### config.mk
export PLATFORM = sky130hd
export DESIGN_NAME = trdb_word_arbiter
export DESIGN_NICKNAME = d
export VERILOG_FILES = /design/src/rtl/trdb_pkg.sv /design/src/rtl/trdb_fifo.sv /design/src/rtl/trdb_word_arbiter.sv
export SDC_FILE = /design/constraint.sdc
export NUM_CORES = 1
export LEC_CHECK = 0
export BUFFER_PORTS_ARGS = -buffer_cell sky130_fd_sc_hd__buf_2
export CORE_ASPECT_RATIO = 2
export CORE_MARGIN = 5
export CORE_UTILIZATION = 40
export DETAILED_ROUTE_END_ITERATION = 8
export PLACE_DENSITY_LB_ADDON = 0.15
export SETUP_SLACK_MARGIN = 0.02
export SYNTH_ARGS = -nofsm -noshare
export SYNTH_HDL_FRONTEND = slang
export SYNTH_HIERARCHICAL = 1
export SYNTH_SLANG_ARGS = --single-unit
### constraint.sdc
create_clock -name clk_i -period 3.45 [get_ports clk_i]
set_clock_uncertainty 0.05 [all_clocks]
set_input_delay 0 -clock clk_i [delete_from_list [all_inputs] [get_ports clk_i]]
set_output_delay 0 -clock clk_i [all_outputs]
set_load 0.005 [all_outputs]
### src/rtl/trdb_pkg.sv
// Shared trace-debugger types and constants used by the word arbiter.
package trdb_pkg;

    localparam int unsigned XLEN = 32;

    // Frames a software dump word; never produced by the stream aligner.
    localparam logic [XLEN-1:0] DUMP_MARKER = 32'hFFFF_FFFF;

    typedef enum logic {
        ARB  = 1'b0,
        DUMP = 1'b1
    } trdb_arb_state_t;

endpackage

### src/rtl/trdb_fifo.sv
// Generic synchronous FIFO with push/pop/flush; push is refused when full,
// even if a pop happens in the same cycle.
module trdb_fifo #(
    parameter int unsigned DEPTH = 4,
    parameter int unsigned WIDTH = 32,
    localparam int unsigned AW   = $clog2(DEPTH)
) (
    input  logic             clk_i,
    input  logic             rst_ni,
    input  logic             flush_i,
    input  logic             push_i,
    input  logic [WIDTH-1:0] data_i,
    input  logic             pop_i,
    output logic [WIDTH-1:0] data_o,
    output logic             full_o,
    output logic             empty_o,
    output logic [AW:0]      count_o
);

    localparam logic [AW:0] DEPTH_C = DEPTH[AW:0];

    logic [WIDTH-1:0] mem [DEPTH];
    logic [AW-1:0]    wr_ptr_q;
    logic [AW-1:0]    rd_ptr_q;
    logic [AW:0]      count_q;
    logic             do_push;
    logic             do_pop;

    assign full_o  = (count_q == DEPTH_C);
    assign empty_o = (count_q == '0);
    assign count_o = count_q;
    assign do_push = push_i && !full_o && !flush_i;
    assign do_pop  = pop_i && !empty_o && !flush_i;
    // An empty FIFO presents zero so the head word is defined out of reset.
    assign data_o  = empty_o ? '0 : mem[rd_ptr_q];

    // Pointer and occupancy bookkeeping; flush wins over push/pop.
    // NOTE: sequential state uses non-blocking assignments so every register
    // samples the pre-edge values regardless of statement order.
    always_ff @(posedge clk_i or negedge rst_ni) begin
        if (!rst_ni) begin
            wr_ptr_q <= '0;
            rd_ptr_q <= '0;
            count_q  <= '0;
        end else if (flush_i) begin
            wr_ptr_q <= '0;
            rd_ptr_q <= '0;
            count_q  <= '0;
        end else begin
            if (do_push) wr_ptr_q <= wr_ptr_q + 1'b1;
            if (do_pop)  rd_ptr_q <= rd_ptr_q + 1'b1;
            case ({do_push, do_pop})
                2'b10:   count_q <= count_q + 1'b1;
                2'b01:   count_q <= count_q - 1'b1;
                default: count_q <= count_q;
            endcase
        end
    end

    // Storage write port.
    // NOTE: the storage array is deliberately not reset; occupancy is tracked
    // by count_q and empty entries are masked on data_o.
    always_ff @(posedge clk_i) begin
        if (do_push) mem[wr_ptr_q] <= data_i;
    end

endmodule

### src/rtl/trdb_word_arbiter.sv
// Merges aligned trace words and framed software dump words into one
// buffered packet word stream; bounds dump starvation with a wait counter.
module trdb_word_arbiter
    import trdb_pkg::*;
#(
    parameter int unsigned DEPTH    = 4,
    parameter int unsigned MAX_WAIT = 8
) (
    input  logic            clk_i,
    input  logic            rst_ni,
    input  logic            enable_i,
    input  logic [XLEN-1:0] trace_word_i,
    input  logic            trace_valid_i,
    output logic            trace_ready_o,
    input  logic [XLEN-1:0] dump_word_i,
    input  logic            dump_valid_i,
    output logic            dump_ready_o,
    output logic [XLEN-1:0] word_o,
    output logic            word_valid_o,
    input  logic            stall_i,
    output logic            fifo_full_o
);

    localparam int unsigned AW      = $clog2(DEPTH);
    localparam int unsigned WW      = $clog2(MAX_WAIT + 1);
    localparam logic [AW:0] DEPTH_C = DEPTH[AW:0];
    localparam logic [WW-1:0] MAX_C = MAX_WAIT[WW-1:0];

    trdb_arb_state_t state_q, state_d;
    logic [WW-1:0]   wait_q, wait_d;
    logic [AW:0]     count;
    logic [AW:0]     free;
    logic            empty;
    logic            push;
    logic [XLEN-1:0] push_data;
    logic            dump_sel;

    // Free slots come from the registered count, so a same-cycle pop never
    // makes room for a push.
    assign free     = DEPTH_C - count;
    assign dump_sel = dump_valid_i && (free >= 2) &&
                      (!trace_valid_i || wait_q == MAX_C);

    // State register and dump wait counter.
    always_ff @(posedge clk_i or negedge rst_ni) begin
        if (!rst_ni) begin
            state_q <= ARB;
            wait_q  <= '0;
        end else begin
            state_q <= state_d;
            wait_q  <= wait_d;
        end
    end

    // Arbitration: choose the pushed word, drive readies, compute next state.
    // NOTE: every output of this block is defaulted first so no latch is inferred.
    always_comb begin
        state_d       = state_q;
        wait_d        = wait_q;
        push          = 1'b0;
        push_data     = trace_word_i;
        trace_ready_o = 1'b0;
        dump_ready_o  = 1'b0;
        if (!enable_i) begin
            state_d = ARB;
            wait_d  = '0;
        end else begin
            case (state_q)
                ARB: begin
                    if (dump_sel) begin
                        push      = 1'b1;
                        push_data = DUMP_MARKER;
                        state_d   = DUMP;
                        wait_d    = '0;
                    end else begin
                        if (trace_valid_i && free >= 1) begin
                            push          = 1'b1;
                            trace_ready_o = 1'b1;
                        end
                        if (!dump_valid_i) wait_d = '0;
                        else if (wait_q != MAX_C) wait_d = wait_q + 1'b1;
                    end
                end
                DUMP: begin
                    push         = 1'b1;
                    push_data    = dump_word_i;
                    dump_ready_o = 1'b1;
                    state_d      = ARB;
                    wait_d       = '0;
                end
                default: state_d = ARB;
            endcase
        end
    end

    assign word_valid_o = !empty;

    trdb_fifo #(
        .DEPTH (DEPTH),
        .WIDTH (XLEN)
    ) i_fifo (
        .clk_i   (clk_i),
        .rst_ni  (rst_ni),
        .flush_i (!enable_i),
        .push_i  (push),
        .data_i  (push_data),
        .pop_i   (word_valid_o && !stall_i),
        .data_o  (word_o),
        .full_o  (fifo_full_o),
        .empty_o (empty),
        .count_o (count)
    );

endmodule

==> flow_summary_export.csv, run 1 <==
group,metric,value,unit
status,status,"finished clean",
setup_path,slowest_delay,630,ps
worst_hold_path,hold_start,"trace_word_i[1]",
timing,max_freq,0.341,GHz
clock_tree,clock-root-buffer,"clkbuf_16",
synthesis,ys_warn_count,6,
route,drt_iter0_drc,202,
floorplanning,dieArea,0.0195,sq mm
clock_tree,cts_tree,"yes",
synthesis,ys.flop_type,"edfxtp_1",
synthesis,async_flop_share,0.0857,
clock_tree,clk_pin_slew,60,ps
timing,min_period,2930,ps
pwr,vdd_drop_max,0.332,mV
finish,fin_util,0.506,
floorplanning,die-width,101,um
synthesis,syn_area_per_cell,15.6,sq um
finish,diodes,0,
timing,hold_violations,0,
place,hpwlAfterDp,9790,um
synthesis,syn-num-nets,507,
worst_hold_path,hp-class,"input port to flip-flop",
place,placedCellCount,722,
timing,setup_tns,0,ps
floorplanning,initial_utilization,0.408,
synthesis,ys_ff_latch,140,
timing,drv_slew,0,
floorplanning,core,0.0164,sq mm
timing,timing.final.crit_share,0.849,
setup_path,path_class,"flip-flop to flip-flop",
clock_tree,cts_setup_buffers,0,
setup_path,regToRegEndpoint,"i_fifo/mem[3][23]$_DFFE_PP_",
timing,worst_pin_slew,885,ps
route,vias_per_cell,5.19,
setup_path,cp-end-kind,"flip-flop",
route,ant_nets,0,
finish,nets,649,
clock_tree,ctsHoldBuffers,32,
finish,drive_above_1_share,0.371,
global_route,grt_pass1_vias,4388,
place,globalplace.congestion,0.730,
clock_tree,clock_sinks,140,
route,drt_pass1_iterations,4,
timing,rsz0062_at_grt,"false",
setup_path,critPathArrivalTime,3040,ps
clock_tree,clock_path_buffers,2,
synthesis,synth_cells,427,
timing,slew_headroom,0.410,
floorplanning,placementRows,66,
pwr,leakage,3.05,nW
clock_tree,worstSkewPairLatency,410,ps
route,post_drt_wl_per_cell,19.2,um
finish,nFillCells,1444,
synthesis,synth_edf_count,128,
synthesis,synth_area,0.00666,sq mm
setup_path,cp_top_family,"buffers and inverters",
clock_tree,htree_levels,4,
pwr,power.density,494,mW/mm^2
finish,instances_no_fill,786,
flow_run,cap_violations,0,
floorplanning,io_pins,106,
route,dr_total_vias,4081,
global_route,grt_max_degree,38,
setup_path,crit_chain,"buf_4, ha_1, nor2_1, a221o_2, buf_4, a21oi_1, dlygate4sd3_1",
setup_path,regToRegSetupSlack,520,ps
setup_path,r2r_start,"i_fifo/count_o[1]$_DFFE_PN0P_",
synthesis,ys_types,50,
setup_path,reg2regPathDepth,7,
setup_path,critPathSlowestCell,"dlygate4sd3_1",
setup_path,crit_path_frequent_cell,"buf_4",
setup_path,start_kind,"flip-flop",
global_route,grt_first_pass_wirelength,22800,um
setup_path,required,3560,ps
worst_hold_path,holdPathEnd,"i_fifo/mem[3][1]$_DFFE_PP_",
global_route,antenna_found_initial,0,
clock_tree,cts_buffers,17,
clock_tree,postCtsResizedCells,0,
place,portBuffers,105,
setup_path,critPathBufInv,3,
floorplanning,die_y,193,um
finish,area_growth,24.1,%
setup_path,worst-path-max-fanout,37,
synthesis,yosysSeqAreaShare,0.622,
timing,setup_viol,0,
worst_hold_path,worstHoldPathCells,3,
global_route,gr-total-overflow,0,
setup_path,cp.depth,7,
route,wirelength,15100,um
route,drc_errors,0,
global_route,grt_usage,0.158,
per-layer routing:
metal / part of all wire / track usage / vias to the layer above
met5: 0 / 0 / -
met4: 0.015 / 0.0558 / 0
met3: 0.036 / 0.0318 / 14
met2: 0.59 / 0.307 / 88
met1: 0.36 / 0.163 / 2045
li1: - / - / 1934
report_power, final:
part | leakage, nW | internal, W | switching, W | total [W]
combinational | 1.46 | 0.000196 | 0.000241 | 0.000437
sequential | 1.32 | 0.00193 | 0.0000134 | 0.00194
clock | 0.264 | 0.00100 | 0.000708 | 0.00171
total | 3.05 | 0.00312 | 0.000962 | 0.00409
area by class of cell:
class,count,area (sq um),area share
well taps,204,255,0.0309
clock buffers,17,425,0.0514
flip-flops and latches,140,4150,0.501
repair buffers,156,1000,0.121
clock inverters,15,140,0.0169
multi-input cells,240,2250,0.272
inverters,14,52.6,0.00635
cell families (layout without fill, tap and decap cells):
logic type,Yosys count,count (layout),share of synthesized area
flops,140,140,0.622
simple gates,103,103,0.0834
compound gates,86,86,0.113
buf+inv,47,202,0.0415
mux,34,34,0.111
fa+ha+maj,10,10,0.0199
xor+xnor,7,7,0.00920
metrics by stage:
stage | setup WS [ps] | power [W] | hold slack [ps] | cell area (sq um)
after detailed placement | 570 | 0.00238 | -134 | 7380
after global routing | 333 | 0.00424 | 5.29 | 8270
after CTS | 529 | 0.00413 | 0.0482 | 8270
after global placement | 694 | 0.00237 | -142 | 7380
after floorplan | 385 | 0.00223 | -346 | 6660
final | 520 | 0.00409 | 12.9 | 8270
worst max-delay path by stage:
stage	to	from
global route	i_fifo/mem[3][23]$_DFFE_PP_	i_fifo/count_o[1]$_DFFE_PN0P_
floorplan	i_fifo/mem[0][0]$_DFFE_PP_	i_fifo/count_o[0]$_DFFE_PN0P_
CTS	i_fifo/mem[3][23]$_DFFE_PP_	i_fifo/count_o[1]$_DFFE_PN0P_
global placement	i_fifo/count_o[1]$_DFFE_PN0P_	wait_q[0]$_DFFE_PN0P_
detailed placement	i_fifo/count_o[1]$_DFFE_PN0P_	i_fifo/count_o[0]$_DFFE_PN0P_
finish	i_fifo/mem[3][23]$_DFFE_PP_	i_fifo/count_o[1]$_DFFE_PN0P_
cell usage in the layout (no fill, tap or decap), types with 2 or more instances in the layout:
cell             n
edfxtp_1       128
buf_2          105
nor2_1          42
o22ai_1         33
dlygate4sd3_1   32
mux4_2          32
and2_1          32
a21oi_4         20
buf_4           18
clkbuf_16       17
a21oi_1         15
inv_1           14
dfrtp_1         10
ha_1             9
xor2_1           6
nand2_1          5
inv_6            4
clkinvlp_4       4
and2_2           4
nand3b_1         3
o21ai_0          3
clkinv_4         3
or3_1            3
nand2b_1         3
nor3_1           2
clkinv_1         2
mux2i_1          2
dfrtp_2          2
registers in the layout, indices dropped and copies added, names as in the netlist:
register and count:
i_fifo/rd_ptr_q 2, i_fifo/count_o 3, i_fifo/mem 128, i_fifo/wr_ptr_q 2, wait_q 4, state_q 1
cell usage after synthesis (2+ instances only):
library cell,n,area (sq um)
edfxtp_1,128,3840
clkbuf_1,14,52.6
nand2b_1,3,18.8
buf_2,7,35.0
ha_1,9,113
or3_1,3,18.8
inv_1,14,52.6
xor2_1,6,52.6
dfrtp_1,12,300
o22ai_1,33,206
and2_1,36,225
o21ai_0,3,15.0
nand3b_1,3,22.5
clkbuf_2,2,10.0
a21oi_1,15,75.1
mux4_2,32,721
a21oi_4,20,325
nor2_1,42,158
buf_6,7,78.8
nand2_1,5,18.8
nor3_1,2,10.0
buf_12,2,40.0
mux2i_1,2,20.0
worst register-to-register path, stage by stage (launching register included):
cell and delay (ps):
dfrtp_1 370, buf_4 190, ha_1 190, nor2_1 170
a221o_2 190, buf_4 620, a21oi_1 270, dlygate4sd3_1 630
Power figures use the tool's default switching activity.
==> run 2, diff against run 1 <==
- clock period: 3.45 -> 2.4 ns (I/O delays scaled with it)
==> run 2 against run 1 <==
The flow now finishes with violations (setup timing). Final area grew 4.5%. Power increased by 47%. Worst setup slack lost 740 ps. Clock power is 50% higher. Die area is the same. Global-route usage grew 0.64 points. Critical path depth up 4. Critical endpoint is now i_fifo/count_o[1]$_DFFE_PN0P_. Highest routed layer unchanged.
==> flow_summary_export.csv, run 2 (synthesis gave the netlist of run 1 again) <==
group,metric,value,unit
place,place_ws,-238,ps
clock_tree,clock_path_buffers,2,
finish,area_growth,29.6,%
timing,worst_pin_slew,606,ps
route,wl_met3,510,um
finish,drive_above_1_share,0.414,
finish,mostFrequentLayoutCells,"edfxtp_1 (128), buf_2 (105), nor2_1 (41)",
clock_tree,cts_buffers,17,
route,wl_met1,5540,um
setup_path,slowest_delay,540,ps
route,dr_wl_met2,8880,um
finish,fin_area,0.00864,sq mm
route,ant_nets,0,
place,portBuffers,105,
pwr,vdd_drop_max,0.549,mV
floorplanning,initial_utilization,0.408,
global_route,grt_pass1_vias,4558,
pwr,leakage,3.19,nW
timing,rsz0062_at_grt,"true",
timing,setup_viol,130,
timing,max_freq,0.381,GHz
finish,final_common_cell,"edfxtp_1",
route,dr_total_vias,4207,
timing,min_period,2620,ps
floorplanning,die_y,193,um
setup_path,required,2700,ps
timing,hold_violations,0,
global_route,grt_usage,0.165,
clock_tree,clock_sinks,140,
route,vias_per_cell,5.24,
pwr,power.density,696,mW/mm^2
timing,setup_tns,-14910,ps
timing,worst_slack,-224,ps
place,post_dp_cell_area,0.00766,sq mm
setup_path,critPathSlowestCell,"fa_2",
route,drt_pass1_iterations,6,
floorplanning,core,0.0164,sq mm
worst_hold_path,hp-class,"input port to flip-flop",
route,drt_iter0_drc,190,
setup_path,path_class,"flip-flop to flip-flop",
flow_run,cap_violations,0,
global_route,grt_max_degree,38,
route,post_drt_wl_per_cell,19.0,um
finish,largest_reg_flops,128,
global_route,antenna_found_initial,0,
clock_tree,worstSkewPairLatency,410,ps
global_route,gr-total-overflow,0,
clock_tree,cts_tree,"yes",
setup_path,worst-path-max-fanout,3,
timing,drv_slew,0,
setup_path,start_kind,"flip-flop",
clock_tree,htree_levels,4,
place,hpwlAfterDp,10000,um
timing,hold_slack,7.26,ps
route,wirelength,15200,um
global_route,grt_first_pass_wirelength,23800,um
setup_path,crit_chain,"inv_1, ha_2, nand3b_4, a221o_4, a31oi_4, o21a_1, nor3_2, fa_2, mux2i_1, nor4_1, a211o_1",
floorplanning,die-width,101,um
status,failed_checks,"setup timing",
pwr,total_power,0.00601,W
place,globalplace.congestion,0.811,
floorplanning,placementRows,66,
floorplanning,io_pins,106,
timing,timing.final.crit_share,1.09,
clock_tree,clk_pin_slew,60,ps
floorplanning,dieArea,0.0195,sq mm
finish,regMostFlops,"i_fifo/mem",
route,drc_errors,0,
finish,nets,666,
setup_path,critPathArrivalTime,2930,ps
clock_tree,clock-root-buffer,"clkbuf_16",
status,status,"complete, but fails checks",
setup_path,cp-end-kind,"flip-flop",
route,topRoutingLayerUsed,"met4",
finish,diodes,0,
timing,slew_headroom,0.595,
run 2: changes by cell type in the layout (fill, tap and decap cells not counted), sizes merged:
cell / before / now
clkinvlp: 4 / 2
clkbuf: 17 / 18
inv: 19 / 18
clkinv: 5 / 7
dlygate4sd3: 32 / 34
buf: 124 / 138
bufinv: 1 / 2
run 2: per-stage QoR:
| step | std cells | utilization |
|---|---|---|
| floorplan | 427 | - |
| global placement | 734 | 0.469 |
| detailed placement | 734 | 0.469 |
| CTS | 803 | 0.527 |
| global route | 803 | 0.528 |
| finish | 803 | 0.528 |
run 2: path summary, 6_finish.rpt:
kind | from | endpoint | slack, ps | cells past startpoint
max in group asynchronous | rst_ni | i_fifo/rd_ptr_q[1]$_DFFE_PN0P_ | 1220 | 3
worst max-delay path | wait_q[0]$_DFFE_PN0P_ | i_fifo/count_o[1]$_DFFE_PN0P_ | -220 | 11
min in group asynchronous | rst_ni | wait_q[0]$_DFFE_PN0P_ | 650 | 3
worst min register to register | state_q$_DFF_PN0_ | state_q$_DFF_PN0_ | 540 | 3
worst max register to register | wait_q[0]$_DFFE_PN0P_ | i_fifo/count_o[1]$_DFFE_PN0P_ | -220 | 11
worst min-delay path | dump_word_i[6] | i_fifo/mem[3][6]$_DFFE_PP_ | 7 | 3
run 2: cell type report:
class / count / area, sq um
Clock buffer: 17 / 425
Sequential cell: 140 / 4150
Multi-Input combinational cell: 240 / 2330
Tap cell: 204 / 255
Clock inverter: 15 / 164
Timing Repair Buffer: 173 / 1260
Fill cell: 1392 / 7710
Inverter: 14 / 52.6
run 2: report_power, final:
group / internal (W) / switching (W)
registers: 0.00277 / 0.0000173
clock network: 0.00154 / 0.00102
logic: 0.000305 / 0.000362
total: 0.00462 / 0.00140
run 2: layer usage:
layer,up-vias,track usage
met3,18,0.0355
met5,-,0
met4,0,0.0635
met2,92,0.312
met1,2135,0.173
li1,1962,-
run 2: what timing repair did:
action	in CTS	in global routing
endpoints found under the setup margin	176	136
hold buffers	34	0
hold endpoints to repair	86	0
pin swaps	1	2
buffers inserted	3	0
resized for setup	2	4
run 2: worst max-delay path: cells and delay by family, from the launching register on:
family                     cells  cell delay (ps)
buffers and inverters          1               60
muxes                          1               70
and+or+nand+nor                3              340
adders and majority gates      2              740
DFF                            1              380
AOI/OAI and AO/OA              4              920
==> run 3, diff against run 2 <==
- SKIP_CTS_REPAIR_TIMING: default -> 1
==> run 3 against run 2 <==
The run ends with hold timing, setup timing left. Final cell count fell by 2.5%. Worst setup slack got worse by 16 ps. Global-route usage fell by 0.35 points. Worst hold slack got worse by 18 ps. Combinational power fell by 3.9%. Critical path depth did not move. First-iteration DRC count fell by 12%. Clock-buffer cell count did not move. Sequential power barely moved. Final area fell by 2.3%. Register-to-register slack got worse by 20 ps.
==> flow_summary_export.csv, run 3 (synthesis gave the netlist of run 1 again) <==
group,metric,value,unit
pwr,vdd_drop_max,0.548,mV
setup_path,worst-path-max-fanout,3,
worst_hold_path,hp-class,"input port to flip-flop",
finish,instances_no_fill,783,
route,ant_nets,0,
setup_path,start_kind,"flip-flop",
timing,drv_slew,0,
clock_tree,clock_path_buffers,2,
place,portBuffers,105,
timing,worst_slack,-240,ps
clock_tree,clock-root-buffer,"clkbuf_16",
route,dr_total_vias,4127,
timing,rsz0062_at_grt,"true",
finish,nFillCells,1408,
floorplanning,io_pins,106,
place,globalplace.congestion,0.811,
worst_hold_path,hold_start,"dump_word_i[9]",
timing,timing.final.crit_share,1.10,
clock_tree,clock_sinks,140,
route,drt_pass1_iterations,4,
flow_run,cap_violations,0,
global_route,gr-total-overflow,0,
timing,slew_headroom,0.600,
global_route,grt_usage,0.161,
floorplanning,placementRows,66,
timing,hold_slack,-10.9,ps
finish,nets,646,
setup_path,path_class,"flip-flop to flip-flop",
place,hpwlAfterDp,10000,um
floorplanning,die-width,101,um
global_route,grt_first_pass_wirelength,23300,um
finish,final_common_cell,"edfxtp_1",
floorplanning,core,0.0164,sq mm
setup_path,cp-startpoint,"wait_q[1]$_DFFE_PN0P_",
timing,min_period,2640,ps
setup_path,r2r_start,"wait_q[1]$_DFFE_PN0P_",
global_route,grt_pass1_vias,4405,
timing,max_freq,0.379,GHz
finish,largest_reg_flops,128,
setup_path,required,2700,ps
status,status,"complete, but fails checks",
clock_tree,htree_levels,4,
route,drt_iter0_drc,168,
status,failed_checks,"hold timing, setup timing",
floorplanning,dieArea,0.0195,sq mm
setup_path,cp-end-kind,"flip-flop",
floorplanning,die_y,193,um
timing,setup_tns,-14240,ps
timing,worst_pin_slew,598,ps
global_route,grt_max_degree,38,
pwr,power.density,710,mW/mm^2
place,placedCellCount,734,
setup_path,critPathArrivalTime,2940,ps
finish,diodes,0,
route,wirelength,15000,um
finish,area_growth,26.6,%
timing,hold_violations,10,
route,vias_per_cell,5.27,
finish,mostFrequentLayoutCells,"edfxtp_1 (128), buf_2 (105), nor2_1 (41)",
clock_tree,clk_pin_slew,60,ps
clock_tree,cts_buffers,17,
finish,drive_above_1_share,0.423,
clock_tree,cts_tree,"yes",
floorplanning,initial_utilization,0.408,
route,post_drt_wl_per_cell,19.1,um
clock_tree,worstSkewPairLatency,410,ps
finish,regMostFlops,"i_fifo/mem",
route,drc_errors,0,
pwr,leakage,3.10,nW
global_route,antenna_found_initial,0,
timing,setup_viol,130,
run 3: changes by cell type in the layout (fill, tap and decap cells not counted), sizes merged:
cell,delta
dlygate4sd3,-18
buf,-2
run 3: layout make-up:
cell class                 instances  area, sq um  share of cell area
multi-input combinational        240         2320               0.275
tap                              204          255              0.0302
inverter                          14         52.6             0.00623
clock buffer                      17          425              0.0504
clock inverter                    15          164              0.0194
timing repair buffer             153         1070               0.127
sequential                       140         4150               0.492
run 3: metrics by stage:
stage | worst slack [ps] | util | total power, W | cell area (sq um)
floorplan | -327 | - | 0.00323 | 6730
global placement | -151 | 0.469 | 0.00345 | 7660
detailed placement | -238 | 0.469 | 0.00347 | 7660
CTS | -341 | 0.505 | 0.00604 | 8250
global route | -367 | 0.516 | 0.00624 | 8440
finish | -240 | 0.516 | 0.00599 | 8440
run 3: worst paths after layout:
kind / endpoint / slack (ps) / cells after the start
setup / recovery: i_fifo/count_o[1]$_DFFE_PN0P_ / -240 / 11
hold / removal: i_fifo/mem[2][9]$_DFFE_PP_ / -10 / 3
max in group asynchronous: i_fifo/rd_ptr_q[1]$_DFFE_PN0P_ / 1250 / 3
hold reg to reg: state_q$_DFF_PN0_ / 540 / 3
setup reg to reg: i_fifo/count_o[1]$_DFFE_PN0P_ / -240 / 11
min in group asynchronous: i_fifo/count_o[2]$_DFFE_PN0P_ / 620 / 3
run 3: report_power, final:
part	switching (W)	internal, W
sequential	0.0000174	0.00277
clock	0.00102	0.00154
combinational	0.000356	0.000285
run 3: layer usage:
layer | vias up | GRT usage | part of all wire
met5 | - | 0 | 0
met4 | 0 | 0.0630 | 0.020
met3 | 17 | 0.0355 | 0.034
met2 | 101 | 0.300 | 0.58
met1 | 2086 | 0.173 | 0.37
li1 | 1923 | - | -
run 3: worst max-delay path, cell delays in order (launching register included):
cell	delay (ps)
dfrtp_1	380
inv_1	60
ha_2	200
nand3b_4	100
a221o_4	460
a31oi_4	140
o21a_1	180
nor3_2	50
fa_2	540
mux2i_1	70
nor4_1	200
a211o_1	140
